## config.mk

```make
export PLATFORM = sky130hd
export DESIGN_NAME = pid_sweep_scheduler_flat
export DESIGN_NICKNAME = d
export VERILOG_FILES = /design/src/rtl/myo_control_pkg.sv /design/src/rtl/pid_sweep_scheduler_if.sv /design/src/rtl/pid_period_timer.sv /design/src/rtl/pid_sweep_scheduler.sv /design/src/flat_wrapper.sv
export SDC_FILE = /design/constraint.sdc
export NUM_CORES = 1
export LEC_CHECK = 0
export BUFFER_PORTS_ARGS = -buffer_cell sky130_fd_sc_hd__buf_2
export CORE_MARGIN = 4
export CORE_UTILIZATION = 25
export DETAILED_ROUTE_END_ITERATION = 16
export HOLD_SLACK_MARGIN = 0.06
export PLACE_DENSITY = 0.51
export SKIP_CTS_REPAIR_TIMING = 1
export SYNTH_ARGS = -nofsm -noshare
export SYNTH_HDL_FRONTEND = slang
export SYNTH_SLANG_ARGS = --single-unit
```

## constraint.sdc

```tcl
create_clock -name clock -period 5.6 [get_ports clock]
set_clock_uncertainty 0.05 [all_clocks]
set_input_delay 1.12 -clock clock [delete_from_list [all_inputs] [get_ports clock]]
set_output_delay 1.12 -clock clock [all_outputs]
set_load 0.01 [all_outputs]
```

## src/rtl/myo_control_pkg.sv

```systemverilog
// Shared definitions for the myo control board sweep logic: FSM states,
// PWM word width and the minimum accepted sweep period.
package myo_control_pkg;

  localparam int PWM_W      = 16;
  localparam int PERIOD_MIN = 2;

  typedef enum logic [1:0] {
    ST_IDLE,
    ST_STROBE,
    ST_GAP,
    ST_OFFER
  } sweep_state_t;

  function automatic logic [31:0] clamp_period(input logic [31:0] period);
    return (period < 32'(PERIOD_MIN)) ? 32'(PERIOD_MIN) : period;
  endfunction

endpackage

```

## src/rtl/pid_sweep_scheduler_if.sv

```systemverilog
// PWM frame handshake between the sweep scheduler (master) and the SPI
// frame builder (slave).
interface pid_sweep_scheduler_if
  import myo_control_pkg::*;
#(
  parameter int NUMBER_OF_MOTORS = 6
) ();

  logic [PWM_W*NUMBER_OF_MOTORS-1:0] pwm_out;
  logic                              frame_valid;
  logic                              frame_ready;

  modport master (output pwm_out, output frame_valid, input frame_ready);
  modport slave  (input pwm_out, input frame_valid, output frame_ready);

endinterface

```

## src/rtl/pid_period_timer.sv

```systemverilog
// Free-running sweep period down-counter: loads the clamped period minus one,
// emits a one-cycle tick at zero and reloads from the current period input.
module pid_period_timer
  import myo_control_pkg::*;
(
  input  logic        clock,
  input  logic        reset,
  input  logic [31:0] i_update_period,
  output logic        o_tick
);

  logic        r_loaded;
  logic [31:0] r_count;
  logic [31:0] w_reload;

  assign w_reload = clamp_period(i_update_period) - 32'd1;

  // First cycle out of reset only loads; ticks start one full period later.
  always_ff @(posedge clock or posedge reset) begin
    if (reset) begin
      r_loaded <= 1'b0;
      r_count  <= '0;
    end else if (!r_loaded || r_count == 32'd0) begin
      r_loaded <= 1'b1;
      r_count  <= w_reload;
    end else begin
      r_count <= r_count - 32'd1;
    end
  end

  assign o_tick = r_loaded && (r_count == 32'd0);

endmodule

```

## src/rtl/pid_sweep_scheduler.sv

```systemverilog
// Staggered PID update strobes and PWM frame snapshot for one myo board.
// Optional PID_SWEEP_OVERRUN_EN adds a saturating count of dropped ticks.
module pid_sweep_scheduler
  import myo_control_pkg::*;
#(
  parameter int NUMBER_OF_MOTORS = 6,
  parameter int STROBE_WIDTH     = 2
) (
  input  logic                              clock,
  input  logic                              reset,
  input  logic                              enable,
  input  logic [31:0]                       update_period,
  input  logic [NUMBER_OF_MOTORS-1:0]       motor_enable,
  input  logic [PWM_W*NUMBER_OF_MOTORS-1:0] pwm_in,
  output logic [NUMBER_OF_MOTORS-1:0]       update_controller,
  pid_sweep_scheduler_if.master             frame_if,
  output logic                              busy,
  output logic [15:0]                       sweep_count
`ifdef PID_SWEEP_OVERRUN_EN
  ,
  output logic [15:0]                       overrun_count
`endif
);

  localparam int IDX_W = (NUMBER_OF_MOTORS > 1) ? $clog2(NUMBER_OF_MOTORS) : 1;
  localparam int CNT_W = (STROBE_WIDTH > 1) ? $clog2(STROBE_WIDTH) : 1;

  sweep_state_t                r_state;
  logic [IDX_W-1:0]            r_idx;
  logic [CNT_W-1:0]            r_cnt;
  logic                        r_slot_en;
  logic [NUMBER_OF_MOTORS-1:0] r_update;
  logic [PWM_W-1:0]            r_pwm [NUMBER_OF_MOTORS];
  logic                        r_valid;
  logic [15:0]                 r_sweep;

  logic                        w_tick;
  logic                        w_last;
  logic                        w_slot_done;
  logic [IDX_W-1:0]            w_next_idx;
  logic [PWM_W-1:0]            w_pwm_in [NUMBER_OF_MOTORS];

  pid_period_timer u_timer (
    .clock           (clock),
    .reset           (reset),
    .i_update_period (update_period),
    .o_tick          (w_tick)
  );

  generate
    for (genvar gi = 0; gi < NUMBER_OF_MOTORS; gi++) begin : g_slot
      assign w_pwm_in[gi]                          = pwm_in[PWM_W*gi +: PWM_W];
      assign frame_if.pwm_out[PWM_W*gi +: PWM_W] = r_pwm[gi];
    end
  endgenerate

  assign w_next_idx  = r_idx + IDX_W'(1);
  assign w_last      = (r_idx == IDX_W'(NUMBER_OF_MOTORS - 1));
  assign w_slot_done = (r_state == ST_GAP) || ((r_state == ST_STROBE) && !r_slot_en);

  // Strobes are registered, so each slot's enable bit is taken on the edge
  // that opens the slot and held in r_slot_en for the slot's duration.
  always_ff @(posedge clock or posedge reset) begin
    if (reset) begin
      r_state   <= ST_IDLE;
      r_idx     <= '0;
      r_cnt     <= '0;
      r_slot_en <= 1'b0;
      r_update  <= '0;
      r_valid   <= 1'b0;
      r_sweep   <= '0;
      for (int i = 0; i < NUMBER_OF_MOTORS; i++) r_pwm[i] <= '0;
    end else begin
      case (r_state)
        ST_IDLE: begin
          if (w_tick && enable) begin
            r_idx     <= '0;
            r_cnt     <= '0;
            r_slot_en <= motor_enable[0];
            r_update  <= motor_enable[0] ? NUMBER_OF_MOTORS'(1) : '0;
            r_state   <= ST_STROBE;
          end
        end
        ST_STROBE: begin
          if (!r_slot_en) begin
            r_pwm[r_idx] <= '0;
          end else if (r_cnt == CNT_W'(STROBE_WIDTH - 1)) begin
            r_update <= '0;
            r_state  <= ST_GAP;
          end else begin
            r_cnt <= r_cnt + CNT_W'(1);
          end
        end
        ST_GAP: begin
          r_pwm[r_idx] <= w_pwm_in[r_idx];
        end
        ST_OFFER: begin
          if (frame_if.frame_ready) begin
            r_valid <= 1'b0;
            r_sweep <= r_sweep + 16'd1;
            r_state <= ST_IDLE;
          end
        end
        default: r_state <= ST_IDLE;
      endcase

      if (w_slot_done) begin
        if (w_last) begin
          r_valid <= 1'b1;
          r_state <= ST_OFFER;
        end else begin
          r_idx     <= w_next_idx;
          r_cnt     <= '0;
          r_slot_en <= motor_enable[w_next_idx];
          r_update  <= motor_enable[w_next_idx] ? (NUMBER_OF_MOTORS'(1) << w_next_idx) : '0;
          r_state   <= ST_STROBE;
        end
      end
    end
  end

  assign update_controller    = r_update;
  assign frame_if.frame_valid = r_valid;
  assign busy                 = (r_state != ST_IDLE);
  assign sweep_count          = r_sweep;

`ifdef PID_SWEEP_OVERRUN_EN
  logic [15:0] r_overrun;

  always_ff @(posedge clock or posedge reset) begin
    if (reset) begin
      r_overrun <= '0;
    end else if (w_tick && enable && (r_state != ST_IDLE) && (r_overrun != 16'hFFFF)) begin
      r_overrun <= r_overrun + 16'd1;
    end
  end

  assign overrun_count = r_overrun;
`endif

endmodule
```

## src/flat_wrapper.sv

```systemverilog
// flat-port wrapper written by rule: the top's interface ports become plain ports
module pid_sweep_scheduler_flat import myo_control_pkg::*;
#(
  parameter int NUMBER_OF_MOTORS = 6,
  parameter int STROBE_WIDTH     = 2
)
  (clock, reset, enable, update_period, motor_enable, pwm_in, update_controller, busy, sweep_count, frame_if_pwm_out, frame_if_frame_valid, frame_if_frame_ready);
  pid_sweep_scheduler_if #(.NUMBER_OF_MOTORS(NUMBER_OF_MOTORS)) frame_if_i ();
  input  logic clock;
  input  logic reset;
  input  logic enable;
  input  logic [31:0] update_period;
  input  logic [NUMBER_OF_MOTORS-1:0] motor_enable;
  input  logic [PWM_W*NUMBER_OF_MOTORS-1:0] pwm_in;
  output logic [NUMBER_OF_MOTORS-1:0] update_controller;
  output logic busy;
  output logic [15:0] sweep_count;
  output wire logic [$bits(frame_if_i.pwm_out)-1:0] frame_if_pwm_out;
  output wire logic [$bits(frame_if_i.frame_valid)-1:0] frame_if_frame_valid;
  input wire logic [$bits(frame_if_i.frame_ready)-1:0] frame_if_frame_ready;
  assign frame_if_pwm_out = frame_if_i.pwm_out;
  assign frame_if_frame_valid = frame_if_i.frame_valid;
  assign frame_if_i.frame_ready = frame_if_frame_ready;
  pid_sweep_scheduler #(.NUMBER_OF_MOTORS(NUMBER_OF_MOTORS), .STROBE_WIDTH(STROBE_WIDTH)) u_core (.clock(clock), .reset(reset), .enable(enable), .update_period(update_period), .motor_enable(motor_enable), .pwm_in(pwm_in), .update_controller(update_controller), .frame_if(frame_if_i), .busy(busy), .sweep_count(sweep_count));
endmodule
```

# Word level (Yosys, flattened, before mapping)
# Index checks and enable logic that the tools add are counted.
[op_classes]
add_sub_neg = 5
magnitude_cmp = 4
n_eq_ne = 9
shifts = 1
mux = 45
n_bitwise = 3
reduce_logical = 16
[op_table]
columns = ["cell", "count"]
rows = [
  ["96-bit case mux with 2 select lines", 1],
  ["96-bit AND", 1],
  ["96-bit bitwise mux", 1],
  ["96-bit 2-to-1 mux", 1],
  ["96-bit inverter", 1],
  ["32-bit 2-to-1 mux", 2],
  ["32-bit by 1-bit subtractor with 32-bit output (second input constant)", 2],
  ["16-bit binary-select mux with 3-bit select", 1],
  ["16-bit demux with 3-bit select", 1],
  ["16-bit 2-to-1 mux", 3],
  ["6-bit 2-to-1 mux", 6],
  ["32-bit logical NOT", 1],
  ["32-bit by 2-bit less-than comparator with 1-bit output (second input constant)", 1],
  ["16-bit by 1-bit adder with 16-bit output (second input constant)", 1],
  ["1-bit 2-to-1 mux", 15],
  ["2-bit 2-to-1 mux", 6],
  ["3-bit 2-to-1 mux", 4],
  ["6-bit case mux with 2 select lines", 1],
  ["3-bit by 1-bit inequality test with 1-bit output (second input constant)", 3],
  ["2-bit case mux with 3 select lines", 1],
  ["1-bit by 3-bit left shift with 6-bit output (first input constant)", 1],
  ["5-bit AND reduction", 1],
  ["2-bit == test (second input constant)", 2],
  ["4-bit >= comparator (second input constant)", 1],
  ["other kinds (18)", 25],
]
[totals]
ff_bits = 159
inputBits = 138
output_inout_bits = 120

# Longest topological paths before layout
# Gate-level depths: netlist of run 1.
[logic_depth]
ltp_word = 9
depth_mapped = 16
depth_no_buf = 11

# Cells and area by module
# From an unflattened synthesis of run 1, not the netlist that was laid out.
[unflattened]
cells_unflattened = 792
area_unflattened_um2 = 8619.5
[modules_own_cells]
columns = ["mod", "instances", "cells_each", "area_each_um2", "seq_area_each_um2"]
rows = [
  ["pid_sweep_scheduler", 1, 522, 6124.6, 3153.0],
  ["pid_period_timer", 1, 270, 2494.9, 825.8],
]

# Least setup slack after synthesis of run 1
# Ideal clock, no wire load.
[synth_path]
path_type = "input port to flip-flop"
from = "in update_period[13]"
to = "reg u_core.u_timer.r_count[20]"
setup_time_ps = 142
arrival_time_ps = 4468
required_ps = 5408
slack_ps = 940
stages = 13
path_cell_list = "or4_1 > or4b_2 > nor3_1 > nor3b_1 > a21oi_1 > ha_1 > clkbuf_1 > nand4b_1 > mux2i_1 > clkbuf_1 > nand3_1 > xor2_1 > mux2i_1"
[synth_via]
elab_chain_cells = 4
[synth_rtl]
columns = ["element", "line", "text"]
rows = [
  ["from (decl)", "flat_wrapper.sv:12", "input logic [31:0] update_period;"],
  ["32-bit by 2-bit less-than comparator with 1-bit output", "myo_control_pkg.sv:16", "return (period < 32'(PERIOD_MIN)) ? 32'(PERIOD_MIN) : period;"],
  ["32-bit 2-to-1 mux *", "myo_control_pkg.sv:16", ""],
  ["32-bit by 1-bit subtractor with 32-bit output *", "pid_period_timer.sv:16", "assign w_reload = clamp_period(i_update_period) - 32'd1;"],
  ["32-bit 2-to-1 mux *", "pid_period_timer.sv:23", "end else if (!r_loaded || r_count == 32'd0) begin"],
  ["to (signal assigned)", "pid_period_timer.sv:25", "r_count <= w_reload;"],
  ["to (signal assigned)", "pid_period_timer.sv:27", "r_count <= r_count - 32'd1;"],
  ["to (decl)", "pid_period_timer.sv:13", "logic [31:0] r_count;"],
]
# Mark *: on every way between the ends. The rest lies on a longest branch, timed or not.
# A chain may end at the register's enable or synchronous reset.

# Worst setup path after layout of run 1
[layout_path]
from = "in update_period[13]"
to = "reg u_core.u_timer.r_count[24]"
# Same word-level chain as after synthesis.

==> impl_metrics.yaml, run 1 <==
floorplan:
  coreArea_um2: 32500
  die_h_um: 189
  fp.dieW_um: 189
  ioPinCount: 258
  die_area_um2: 35800
  start_util: 0.253
  num_rows: 66
place:
  hpwl_um: 20100
  gp_congestion: 0.835
  placed_cell_area_um2: 10100
  portBuffers: 257
  dp_cells: 1407
drt:
  viasPerCell: 4.82
  wirelength_um: 27600
  drc_errors: 0
  firstDrtPassIters: 5
  dr.first_iter.drc_count: 290
  postRouteAntennaNets: 0
  vias: 6935
  wl_per_cell_um: 19.2
worst_setup_path:
  crit_top_cell: "mux2i_1"
  slowest_delay_ns: 0.66
  rr_worst_depth: 12
  cp.arrival_ns: 4.60
  crit_path_cell_trace: "buf_2, or4_1, or4b_2, nor3_1, nor3b_1, a21oi_1, ha_1, nand4b_1, mux2i_1, buf_4, nand4_1, xor2_1, mux2i_1"
  critPathTopFamily: "simple AND/OR/NAND/NOR gates"
  critPathLaunchType: "input port"
  crit_required_ns: 5.87
  r2r-start: "u_core.u_timer.r_count[3]"
  timing.rr.end: "u_core.u_timer.r_count[24]"
  critPathMaxFanout: 19
  rrSetupSlack_ns: 1.54
  cp_num_buf_inv: 2
  path_class: "input port to register"
  crit_path_end_kind: "register"
  worst_path_max_delay_cell: "or4b_2"
sta:
  tightest_slew_ns: 1.06
  min_period_ns: 4.33
  finalMaxSlewViolations: 0
  hold_violations: 0
  slew_headroom: 0.290
  tns_ns: 0
  max_freq_mhz: 231
  fin_crit_sh: 0.774
  rsz0062_at_grt: "no"
  setup_viol: 0
yosys:
  yosys_warnings: 0
  netlist-cell-type-count: 59
  synth_edf_count: 0
  synth_async_sr_flop_share: 1.00
  synthFlopType: "dfrtp_1"
  syn_nets: 875
  synth-seq-cells: 159
  syn_avg_cell_area_um2: 11.3
  syn-cell-area_um2: 8220
  syn-instance-count: 725
  ys_seq_area_frac: 0.484
cells_and_area:
  nFillCells: 3373
  antennaDiodeCount: 0
  fin_area_um2: 10700
  area_growth_syn_to_layout_pct: 29.8
  layout.nets: 1134
  drive_above_1_share: 0.424
  regArea_um2: 3980
  stdcell_count: 1439
  multi_input_area_um2: 4100
  fin_util: 0.329
power_and_ir_drop:
  pwr_density_cell_nw_per_um2: 464
  ir_worst_vdd_mv: 0.234
  leakage_nw: 5.09
clocking:
  clk_pin_slew_worst_paths_ns: 0.07
  clockBufferDepth: 2
  cts_made_buffers: 17
  cts-htree-levels: 4
  root_buffer: "clkbuf_16"
  cts_tree: "built"
  clkLatencyLatePin_ns: 0.44
  cts_num_sinks: 159
global_route:
  grt_pass1_wl_um: 41900
  grt_max_degree: 85
  grt_usage: 0.153
  antenna_found_initial: 0
  grt_pass1_vias: 7126
  grt.overflow.total: 0
min_path:
  hp-class: "register to register"
  holdPathStages: 1
  hold_start: "u_core.sweep_count[15]"
  min_to: "u_core.sweep_count[15]"
outcome:
  status: "finished clean"
run:
  drv_cap: 0
[logic make-up after synthesis]
group / after synthesis / synth area share
AOI/OAI and AO/OA: 132 / 0.119
buffers and inverters: 48 / 0.0233
adders and majority gates: 12 / 0.0183
other: 1 / 0.000456
and+or+nand+nor: 187 / 0.121
DFF: 159 / 0.484
muxes: 130 / 0.175
xor gates and xnor gates: 56 / 0.0597
[synthesized netlist by cell type (all sizes together), types with 2 or more instances]
cell | instances | area, um^2
a31o | 4 | 35.0
and4 | 2 | 17.5
a2111oi | 8 | 95.1
inv | 13 | 48.8
o21ai | 12 | 60.1
nand2b | 6 | 37.5
a21oi | 16 | 80.1
o2111ai | 2 | 17.5
mux2 | 99 | 1110
nand4 | 13 | 81.3
nor2 | 34 | 128
nor4 | 18 | 128
a21o | 2 | 15.0
clkinv | 2 | 7.51
dfrtp | 159 | 3980
nand2 | 29 | 109
a41oi | 2 | 17.5
a22oi | 50 | 375
buf | 4 | 26.3
clkbuf | 29 | 109
o21a | 3 | 22.5
a211oi | 2 | 15.0
nor3 | 27 | 135
o31ai | 3 | 22.5
mux2i | 30 | 300
ha | 12 | 150
and3 | 5 | 31.3
or3 | 10 | 62.6
and2 | 3 | 18.8
a31oi | 19 | 134
a32o | 3 | 30.0
nor2b | 2 | 12.5
nand3 | 25 | 125
nor3b | 2 | 15.0
xor2 | 30 | 263
or4 | 7 | 56.3
xnor2 | 26 | 228
[layout make-up]
cell class / instances / share of cell area
multi-input combinational: 518 / 0.384
sequential: 159 / 0.373
timing repair buffer: 273 / 0.133
tap: 442 / 0.0518
clock buffer: 19 / 0.0415
clock inverter: 13 / 0.0106
inverter: 15 / 0.00575
[through the flow]
step                hold WS (ns)  setup WS [ns]  power (mW)
finish                     0.435           1.27        4.95
global route               0.462           1.06        5.29
CTS                        0.439           1.29        5.03
detailed placement         0.423          0.781        3.87
global placement           0.408          0.934        3.84
floorplan                  0.410          0.138        2.95
[worst max-delay path by stage]
stage	startpoint	to	slack (ns)	cells past startpoint
after CTS	update_period[13]	u_core.u_timer.r_count[24]	1.29	13
after floorplan	reset	u_core.frame_if.frame_valid	0.14	1
after detailed placement	update_period[13]	u_core.u_timer.r_count[24]	0.78	13
after global routing	update_period[13]	u_core.u_timer.r_count[24]	1.06	13
after global placement	update_period[13]	u_core.u_timer.r_count[16]	0.93	13
final	update_period[13]	u_core.u_timer.r_count[24]	1.27	13
[layout by cell type (no fill, tap or decap), types with 6 or more instances in the layout]
master,instances
xnor2_1,26
nand4_1,13
nand3_1,25
dfrtp_1,159
a22oi_1,50
mux2_2,99
clkbuf_16,17
nor4_1,13
inv_1,12
buf_2,257
or3_1,10
nand2b_1,6
mux2i_1,30
a21oi_1,16
a31oi_1,18
or4_1,6
buf_4,15
nor2_1,32
ha_1,12
nor3_1,23
o21ai_0,11
xor2_1,30
nand2_1,29
[where the power goes]
| group | switching (mW) | internal (mW) | total, mW |
|---|---|---|---|
| combinational | 1.15 | 0.854 | 2.00 |
| sequential | 0.278 | 1.54 | 1.82 |
| clock | 0.505 | 0.623 | 1.13 |
| total | 1.93 | 3.02 | 4.95 |
[state kept, by name, indices dropped and copies added, names as in the netlist]
register                     count
u_core.frame_if.pwm_out         96
u_core.r_slot_en                 1
u_core.r_idx                     3
u_core.sweep_count              16
u_core.r_state                   2
u_core.update_controller         6
u_core.frame_if.frame_valid      1
u_core.u_timer.r_loaded          1
u_core.u_timer.r_count          32
u_core.r_cnt                     1
[worst reg2reg max path: stages (launching register included)]
cell and delay, ns:
dfrtp_1 0.41, or4_1 0.68, nor4_4 0.51, a31oi_4 0.45, or3_1 0.47, o21ai_0 0.09
ha_1 0.32, nand4b_1 0.13, mux2i_1 0.15, buf_4 0.27, nand4_1 0.15, xor2_1 0.19
mux2i_1 0.09
[routing by layer]
| layer | routed length [um] | global-route usage |
|---|---|---|
| met3 | 1570 | 0.0422 |
| met2 | 13000 | 0.241 |
| met1 | 12200 | 0.197 |
| met4 | 874 | 0.0665 |
| met5 | 0 | 0 |
Note: power is estimated with default switching activity, not from simulation.
==> run 2, diff against run 1 <==
--- a/config.mk
+++ b/config.mk
@@ -10,7 +10,7 @@
 export CORE_UTILIZATION = 25
 export DETAILED_ROUTE_END_ITERATION = 16
 export HOLD_SLACK_MARGIN = 0.06
-export PLACE_DENSITY = 0.51
+export PLACE_DENSITY = 0.49
 export SKIP_CTS_REPAIR_TIMING = 1
 export SYNTH_ARGS = -nofsm -noshare
 export SYNTH_HDL_FRONTEND = slang
==> constraint.sdc (replaced) <==
create_clock -name clock -period 4.5 [get_ports clock]
set_clock_uncertainty 0.05 [all_clocks]
set_input_delay 0.9 -clock clock [delete_from_list [all_inputs] [get_ports clock]]
set_output_delay 0.9 -clock clock [all_outputs]
set_load 0.01 [all_outputs]
==> run 2 against run 1 <==
Sequential power increased by 24%. Flip-flop and latch count unchanged. Final cell count grew 0.49%. First-iteration DRC count increased by 17%. Largest power group unchanged. Routed wire length grew 1.1%. Sequential share of layout area shrank 0.32 points. Clock-buffer cell count shrank 1. Total power up 27%. Combinational power grew 26%. Clock power up 35%.
==> impl_metrics.yaml, run 2 (synthesis results as in run 1) <==
worst_setup_path:
  crit_top_cell: "mux2i_1"
  critPathLaunchType: "input port"
  cp_num_buf_inv: 2
  crit_path_end_kind: "register"
  cp.arrival_ns: 4.19
  worst_path_max_delay_cell: "or4b_2"
  slowest_delay_ns: 0.67
  path_class: "input port to register"
  crit_required_ns: 4.76
  crit_path_cell_trace: "buf_2, or4_1, or4b_2, nor3_1, nor3b_1, a21oi_1, ha_1, nand4b_1, mux2i_1, buf_4, nand4_1, xor2_1, mux2i_1"
  critPathMaxFanout: 19
  critPathTopFamily: "simple AND/OR/NAND/NOR gates"
global_route:
  grt_pass1_wl_um: 42700
  grt_pass1_vias: 7107
  grt.overflow.total: 0
  antenna_found_initial: 0
  grt_max_degree: 139
  grt_usage: 0.155
clocking:
  clk_pin_slew_worst_paths_ns: 0.07
  root_buffer: "clkbuf_16"
  cts_tree: "built"
  clkLatencyLatePin_ns: 0.44
  cts-htree-levels: 4
  clockBufferDepth: 2
  cts_made_buffers: 17
  cts_num_sinks: 159
floorplan:
  die_area_um2: 35800
  die_h_um: 189
  fp.dieW_um: 189
  coreArea_um2: 32500
  num_rows: 66
  ioPinCount: 258
  start_util: 0.253
cells_and_area:
  layout.nets: 1141
  antennaDiodeCount: 0
  regArea_um2: 3980
  largest_register_ffs: 96
  area_growth_syn_to_layout_pct: 30.9
  nFillCells: 3375
  drive_above_1_share: 0.428
  final_common_cell: "buf_2"
  final_cell_mix: "buf_2, dfrtp_1, mux2_2, a22oi_1, nor2_1"
  multi_input_area_um2: 4100
sta:
  finalMaxSlewViolations: 0
  tightest_slew_ns: 0.911
  setup_viol: 0
  max_freq_mhz: 254
  slew_headroom: 0.392
  tns_ns: 0
  rsz0062_at_grt: "no"
  hold_violations: 0
  fin_crit_sh: 0.874
  min_period_ns: 3.93
drt:
  drc_errors: 0
  vias: 6928
  viasPerCell: 4.79
  wirelength_um: 27900
  postRouteAntennaNets: 0
  wl_per_cell_um: 19.3
  firstDrtPassIters: 6
  dr.first_iter.drc_count: 340
place:
  portBuffers: 257
  gp_congestion: 0.829
  hpwl_um: 20200
power_and_ir_drop:
  power_switching_share: 0.390
  combPwrFrac: 0.400
  leakage_nw: 5.15
  pwr_density_cell_nw_per_um2: 584
  switching_power_mw: 2.45
  finalPower_mw: 6.28
  ir_worst_vdd_mv: 0.296
  p_clk_frac: 0.241
  p_int_mw: 3.83
  power_frac_seq: 0.358
run:
  drv_cap: 0
outcome:
  status: "finished clean"
min_path:
  hp-class: "register to register"
run 2: worst reg2reg max path, cell delays in order, from the launching register on:
cell      delay (ns)
dfrtp_1         0.41
or4_1           0.68
nor4_4          0.51
a31oi_4         0.24
or3_1           0.38
o21ai_0         0.08
ha_1            0.33
nand4b_1        0.12
mux2i_1         0.15
buf_4           0.27
nand4_1         0.15
xor2_1          0.21
mux2i_1         0.09
run 2: per-layer routing:
metal  vias to the layer above  wire length [um]  track usage
li1                       3252                 -            -
met1                      3412             12300        0.201
met2                       231             13000        0.245
met3                        33              1850       0.0461
met4                         0               734       0.0607
met5                         -                 0            0
run 2: stage by stage:
step / cells / util / hold WS [ns] / setup slack [ns] / area (um^2)
after floorplan: 725 / - / 0.410 / 0.0604 / 8220
after global placement: 1414 / 0.313 / 0.412 / 0.323 / 10200
after detailed placement: 1414 / 0.313 / 0.409 / 0.198 / 10200
after CTS: 1446 / 0.332 / 0.425 / 0.664 / 10800
after global routing: 1446 / 0.332 / 0.455 / 0.456 / 10800
final: 1446 / 0.332 / 0.423 / 0.569 / 10800
run 2: cell type report:
cell class	count	area share
Multi-Input combinational cell	518	0.381
Inverter	15	0.00558
Clock inverter	14	0.0156
Clock buffer	18	0.0399
Tap cell	442	0.0514
Sequential cell	159	0.370
Timing Repair Buffer	280	0.137
run 2: power by group through the flow:
| stage | sequential [mW] | combinational, mW | clock [mW] |
|---|---|---|---|
| finish | 2.25 | 2.52 | 1.52 |
| global route | 2.33 | 2.75 | 1.63 |
| CTS | 2.26 | 2.56 | 1.57 |
| detailed placement | 2.28 | 2.55 | 0 |
| global placement | 2.26 | 2.53 | 0 |
| floorplan | 2.41 | 1.26 | 0 |
run 2: worst paths after layout:
kind	start	to	slack, ns	cells after the start
min in group asynchronous	reset	u_core.sweep_count[12]	0.45	2
worst min-delay path	u_core.sweep_count[15]	u_core.sweep_count[15]	0.42	1
worst min register to register	u_core.sweep_count[15]	u_core.sweep_count[15]	0.42	1
worst max register to register	u_core.u_timer.r_count[3]	u_core.u_timer.r_count[24]	0.71	12
max in group asynchronous	reset	u_core.frame_if.pwm_out[18]	2.81	3
worst max-delay path	update_period[13]	u_core.u_timer.r_count[24]	0.57	13
